===== config.mk =====
export PLATFORM = sky130hd
export DESIGN_NAME = mem_port_arbiter
export DESIGN_NICKNAME = d
export VERILOG_FILES = /design/src/rtl/mem_port_arbiter.sv
export SDC_FILE = /design/constraint.sdc
export NUM_CORES = 1
export LEC_CHECK = 0
export ABC_AREA = 1
export ABC_CLOCK_PERIOD_IN_PS = 3900
export BUFFER_PORTS_ARGS = -buffer_cell sky130_fd_sc_hd__buf_2
export CAP_MARGIN = 25
export CELL_PAD_IN_SITES_DETAIL_PLACEMENT = 1
export CELL_PAD_IN_SITES_GLOBAL_PLACEMENT = 2
export CORE_AREA = 2 2 247 249
export DETAILED_ROUTE_END_ITERATION = 8
export DIE_AREA = 0 0 249 251
export PLACE_DENSITY_LB_ADDON = 0.3
export SYNTH_ARGS = -nofsm -noshare
export SYNTH_HDL_FRONTEND = slang
export SYNTH_SLANG_ARGS = --single-unit

===== constraint.sdc =====
create_clock -name clk_i -period 3.9 [get_ports clk_i]
set_clock_uncertainty 0.1 [all_clocks]
set_input_delay 0.195 -clock clk_i [delete_from_list [all_inputs] [get_ports clk_i]]
set_output_delay 0.195 -clock clk_i [all_outputs]
set_load 0.01 [all_outputs]

===== src/rtl/mem_port_arbiter.sv =====
// Fixed-priority arbiter sharing one memory port between instruction fetch and load/store.
// Optional grant/wait performance counters are enabled with MEM_PORT_ARB_PERF_EN.
module mem_port_arbiter #(
  parameter int AW         = 64,
  parameter int DW         = 64,
  parameter int STARVE_LIM = 4
) (
  input  logic          clk_i,
  input  logic          rst_i,
  input  logic          if_req_i,
  input  logic [AW-1:0] if_addr_i,
  output logic          if_ack_o,
  output logic [DW-1:0] if_rdata_o,
  input  logic          ls_req_i,
  input  logic          ls_wr_i,
  input  logic [7:0]    ls_bytes_i,
  input  logic [AW-1:0] ls_addr_i,
  input  logic [DW-1:0] ls_wdata_i,
  output logic          ls_ack_o,
  output logic [DW-1:0] ls_rdata_o,
  output logic          mem_req_o,
  output logic          mem_wr_o,
  output logic [7:0]    mem_bytes_o,
  output logic [AW-1:0] mem_addr_o,
  output logic [DW-1:0] mem_wdata_o,
  input  logic [DW-1:0] mem_rdata_i,
  input  logic          mem_ack_i,
  output logic [31:0]   perf_if_cnt_o,
  output logic [31:0]   perf_ls_cnt_o,
  output logic [31:0]   perf_wait_cnt_o
);

  typedef enum logic [1:0] {IDLE, BUSY_IF, BUSY_LS} state_e;

  localparam logic [3:0] StarveLim = 4'(STARVE_LIM);

  state_e          state_q, state_d;
  logic [3:0]      starve_q, starve_d;
  logic            grant_if, grant_ls;
  logic            mem_req_q, mem_req_d;
  logic            mem_wr_q, mem_wr_d;
  logic [7:0]      mem_bytes_q, mem_bytes_d;
  logic [AW-1:0]   mem_addr_q, mem_addr_d;
  logic [DW-1:0]   mem_wdata_q, mem_wdata_d;

  always_ff @(posedge clk_i) begin
    if (rst_i) begin
      state_q <= IDLE;
    end else begin
      state_q <= state_d;
    end
  end

  always_comb begin
    state_d = state_q;
    case (state_q)
      IDLE: begin
        if (grant_ls) begin
          state_d = BUSY_LS;
        end else if (grant_if) begin
          state_d = BUSY_IF;
        end
      end
      BUSY_IF, BUSY_LS: begin
        if (mem_ack_i) begin
          state_d = IDLE;
        end
      end
      default: state_d = IDLE;
    endcase
  end

  // LS wins contention unless IF has been passed over STARVE_LIM times in a row.
  always_comb begin
    grant_ls = (state_q == IDLE) && ls_req_i && !(if_req_i && (starve_q == StarveLim));
    grant_if = (state_q == IDLE) && if_req_i && !grant_ls;
    if_ack_o = (state_q == BUSY_IF) && mem_ack_i;
    ls_ack_o = (state_q == BUSY_LS) && mem_ack_i;
  end

  always_comb begin
    starve_d = starve_q;
    if (grant_if) begin
      starve_d = 4'd0;
    end else if (grant_ls && if_req_i && (starve_q != StarveLim)) begin
      starve_d = starve_q + 4'd1;
    end
  end

  always_comb begin
    mem_req_d   = mem_req_q;
    mem_wr_d    = mem_wr_q;
    mem_bytes_d = mem_bytes_q;
    mem_addr_d  = mem_addr_q;
    mem_wdata_d = mem_wdata_q;
    if (grant_ls) begin
      mem_req_d   = 1'b1;
      mem_wr_d    = ls_wr_i;
      mem_bytes_d = ls_bytes_i;
      mem_addr_d  = ls_addr_i;
      mem_wdata_d = ls_wdata_i;
    end else if (grant_if) begin
      mem_req_d   = 1'b1;
      mem_wr_d    = 1'b0;
      mem_bytes_d = 8'h0f;
      mem_addr_d  = if_addr_i;
      mem_wdata_d = '0;
    end else if (mem_req_q && mem_ack_i) begin
      mem_req_d   = 1'b0;
    end
  end

  always_ff @(posedge clk_i) begin
    if (rst_i) begin
      starve_q    <= 4'd0;
      mem_req_q   <= 1'b0;
      mem_wr_q    <= 1'b0;
      mem_bytes_q <= 8'h00;
      mem_addr_q  <= '0;
      mem_wdata_q <= '0;
    end else begin
      starve_q    <= starve_d;
      mem_req_q   <= mem_req_d;
      mem_wr_q    <= mem_wr_d;
      mem_bytes_q <= mem_bytes_d;
      mem_addr_q  <= mem_addr_d;
      mem_wdata_q <= mem_wdata_d;
    end
  end

  assign mem_req_o   = mem_req_q;
  assign mem_wr_o    = mem_wr_q;
  assign mem_bytes_o = mem_bytes_q;
  assign mem_addr_o  = mem_addr_q;
  assign mem_wdata_o = mem_wdata_q;
  assign if_rdata_o  = mem_rdata_i;
  assign ls_rdata_o  = mem_rdata_i;

`ifdef MEM_PORT_ARB_PERF_EN
  logic [31:0] perf_if_q, perf_if_d;
  logic [31:0] perf_ls_q, perf_ls_d;
  logic [31:0] perf_wait_q, perf_wait_d;

  always_comb begin
    perf_if_d   = perf_if_q + {31'd0, grant_if};
    perf_ls_d   = perf_ls_q + {31'd0, grant_ls};
    perf_wait_d = perf_wait_q + {31'd0, (if_req_i | ls_req_i) & ~(if_ack_o | ls_ack_o)};
  end

  always_ff @(posedge clk_i) begin
    if (rst_i) begin
      perf_if_q   <= 32'd0;
      perf_ls_q   <= 32'd0;
      perf_wait_q <= 32'd0;
    end else begin
      perf_if_q   <= perf_if_d;
      perf_ls_q   <= perf_ls_d;
      perf_wait_q <= perf_wait_d;
    end
  end

  assign perf_if_cnt_o   = perf_if_q;
  assign perf_ls_cnt_o   = perf_ls_q;
  assign perf_wait_cnt_o = perf_wait_q;
`else
  assign perf_if_cnt_o   = 32'd0;
  assign perf_ls_cnt_o   = 32'd0;
  assign perf_wait_cnt_o = 32'd0;
`endif

endmodule


==> results.ini <==
[critical_path]
required_ns = 4.21
critPathLaunch = state_q[0]$_SDFFE_PP0P_
cp_cell_sequence = inv_1 -> ha_1 -> nand2_2 -> buf_4 -> nand2_4 -> buf_12 -> nand2_1 -> nor2_1 -> dlygate4sd3_1 -> nor2_1
worst_setup_path_start_kind = flop
path_common_cell = nor2_1
crit_buf_inv = 4
crit_family = buffers and inverters
cpPeakStageDelay_ns = 0.65
slowest_stage = buf_4
end_kind = flop
arrival_ns = 3.26
worst-path-max-fanout = 85
criticalPathCategory = flop to flop
reg2reg_from = state_q[0]$_SDFFE_PP0P_

[floorplanning]
row_count = 90
initial_core_util = 0.137
fp.dieH_um = 251
die-area_mm2 = 0.0625
core_region_area_mm2 = 0.0598
die_w_um = 249
io_pins = 634

[cells_and_area]
layout_commonest_cell = buf_2
syn2layout_area_growth_pct = 44.7
fin_nets = 1819
final_cell_area_mm2 = 0.0119
drive_above_1_share = 0.256
n_fill_cell = 7338
layout_common_cells = 345 x buf_2, 199 x dlygate4sd3_1, 153 x nand2_1

[sta]
hold_ws_ns = 0.0451
fin_setup_tns_ns = 0
setup_viol = 0
slew_viol_final = 0
hold_viol_final = 0
fin_ws_ns = 0.952
relSlewSlack = 0.367
worstMarginPinSlew_ns = 0.950
post-route-period-util = 0.756
clock.fmax_ghz = 0.339
fin_crit_ns = 2.95
rsz0062_at_grt = no

[placement]
gp_congestion = 0.704
place_ws_ns = 1.39
dp_hpwl_mm = 22.9
io_buffers = 345
postPlaceCellArea_mm2 = 0.00931

[yosys]
synthCells = 1174
yosysWarnings = 0
synthTopCellsByArea = dfxtp_1 35%, buf_4 21%, a21oi_1 8.5%
syn-cell-area_mm2 = 0.00820
synth_area_leader_cell = dfxtp_1
ys_seq_area_frac = 0.352
synth_top_area_share = 0.352
ys_seq_elements = 144
ys_types = 19
postSynthAreaPerCell_um2 = 6.98

[clock_network]
root_buffer = clkbuf_16
clockBufferDepth = 2
cts.sinks = 144
h-tree-depth = 4
path_clk_slew_ns = 0.07
numCtsBuffers = 17
worst_skew_pair.late_latency_ns = 0.48
cts_setup_buffers = 0
cts_tree = done
cts_resized = 0

[detailed_routing]
maxUsedRoutingLayer = met5
via_count = 8545
wl_met2_mm = 15.8
drt_pass1_iterations = 4
met1Wirelength_mm = 13.8
totalWireLength_mm = 34.0
viasPerCell = 3.65
ant_nets = 0
drc = 0
wire_per_inst_um = 14.5
drtIter0Drc = 176
wl_met3_mm = 3.28

[grt]
antenna_found_initial = 4
grt_pass1_vias = 8805
grt_overflow_total = 0
grt_max_degree = 86
grt_pass1_wl_mm = 51.8
grt_usage = 0.108

[power]
power_mw = 6.35
irDropWorstVdd_mv = 0.370
power_density_mw_per_mm2 = 535
power_leakage_nw = 5.83

[worst_hold_path]
worstHoldPathType = primary input to flop
hp-start = ls_addr_i[5]

[status]
outcome = finished, final reports clean

[flow_run]
cap_violations = 0

==> Yosys cell counts <==
master,n
o21ai_0,68
ha_1,5
clkbuf_1,32
buf_2,34
conb_1,1
nand2_2,3
nor2_1,132
nand2_1,154
buf_6,6
a21oi_1,139
dfxtp_1,144
buf_1,2
buf_4,228
xor2_1,1
nand3_1,138
inv_1,79
inv_2,2
o21bai_1,4
nand4_1,2
==> metal layers <==
layer	vias up	GRT usage
li1	4173	-
met1	3952	0.118
met2	338	0.178
met3	78	0.0494
met4	4	0.0511
met5	-	0
==> state kept, by name, indices dropped and copies added (netlist names) <==
| signal | count |
|---|---|
| mem_addr_o | 64 |
| mem_bytes_o | 8 |
| mem_req_o | 1 |
| mem_wdata_o | 64 |
| mem_wr_o | 1 |
| starve_q | 4 |
| state_q | 2 |
==> power breakdown <==
| group | internal (mW) | switching, mW |
|---|---|---|
| clock | 0.852 | 0.818 |
| combinational | 1.13 | 1.52 |
| sequential | 1.84 | 0.188 |
| total | 3.82 | 2.53 |
==> path summary, 6_finish.rpt <==
path,to,slack (ns),cells after the start
hold / removal,mem_addr_o[5]$_SDFFE_PP0P_,0.05,5
setup / recovery,mem_addr_o[59]$_SDFFE_PP0P_,0.95,10
setup reg to reg,mem_addr_o[59]$_SDFFE_PP0P_,0.95,10
hold reg to reg,mem_wdata_o[39]$_SDFFE_PP0P_,0.38,2
==> worst min-delay path: stages <==
cell     delay, ns
buf_2         0.12
nand3_1       0.08
nand2_1       0.06
nor2_1        0.03
nor2_1        0.08
==> layout make-up <==
type | instances | area (um^2) | share of cell area
Timing Repair Buffer | 558 | 3840 | 0.323
Antenna cell | 1 | 2.50 | 0.000211
Sequential cell | 144 | 2880 | 0.243
Inverter | 81 | 307 | 0.0258
Multi-Input combinational cell | 742 | 3300 | 0.278
Clock inverter | 14 | 120 | 0.0101
Clock buffer | 18 | 439 | 0.0370
Tap cell | 782 | 978 | 0.0825
==> stage by stage <==
step | std cells | util
after floorplan | 1269 | -
after global placement | 2108 | 0.156
after detailed placement | 2108 | 0.156
after CTS | 2339 | 0.198
after global routing | 2339 | 0.198
final | 2340 | 0.198
==> kinds of logic (layout without fill, tap and decap cells) <==
kind of cell,Yosys count,count (layout),share of synthesized area
AOI/OAI and AO/OA,211,211,0.130
xor gates and xnor gates,1,1,0.00107
adders and majority gates,5,5,0.00763
buffers and inverters,383,671,0.290
DFF,144,144,0.352
other,1,97,0.000457
and+or+nand+nor,429,429,0.219
==> timing repair <==
item / CTS / global route
setup endpoints to repair: 0 / 0
endpoints found under the hold margin: 138 / 0
hold buffers: 199 / 0
(Power assumes the default switching activity.)
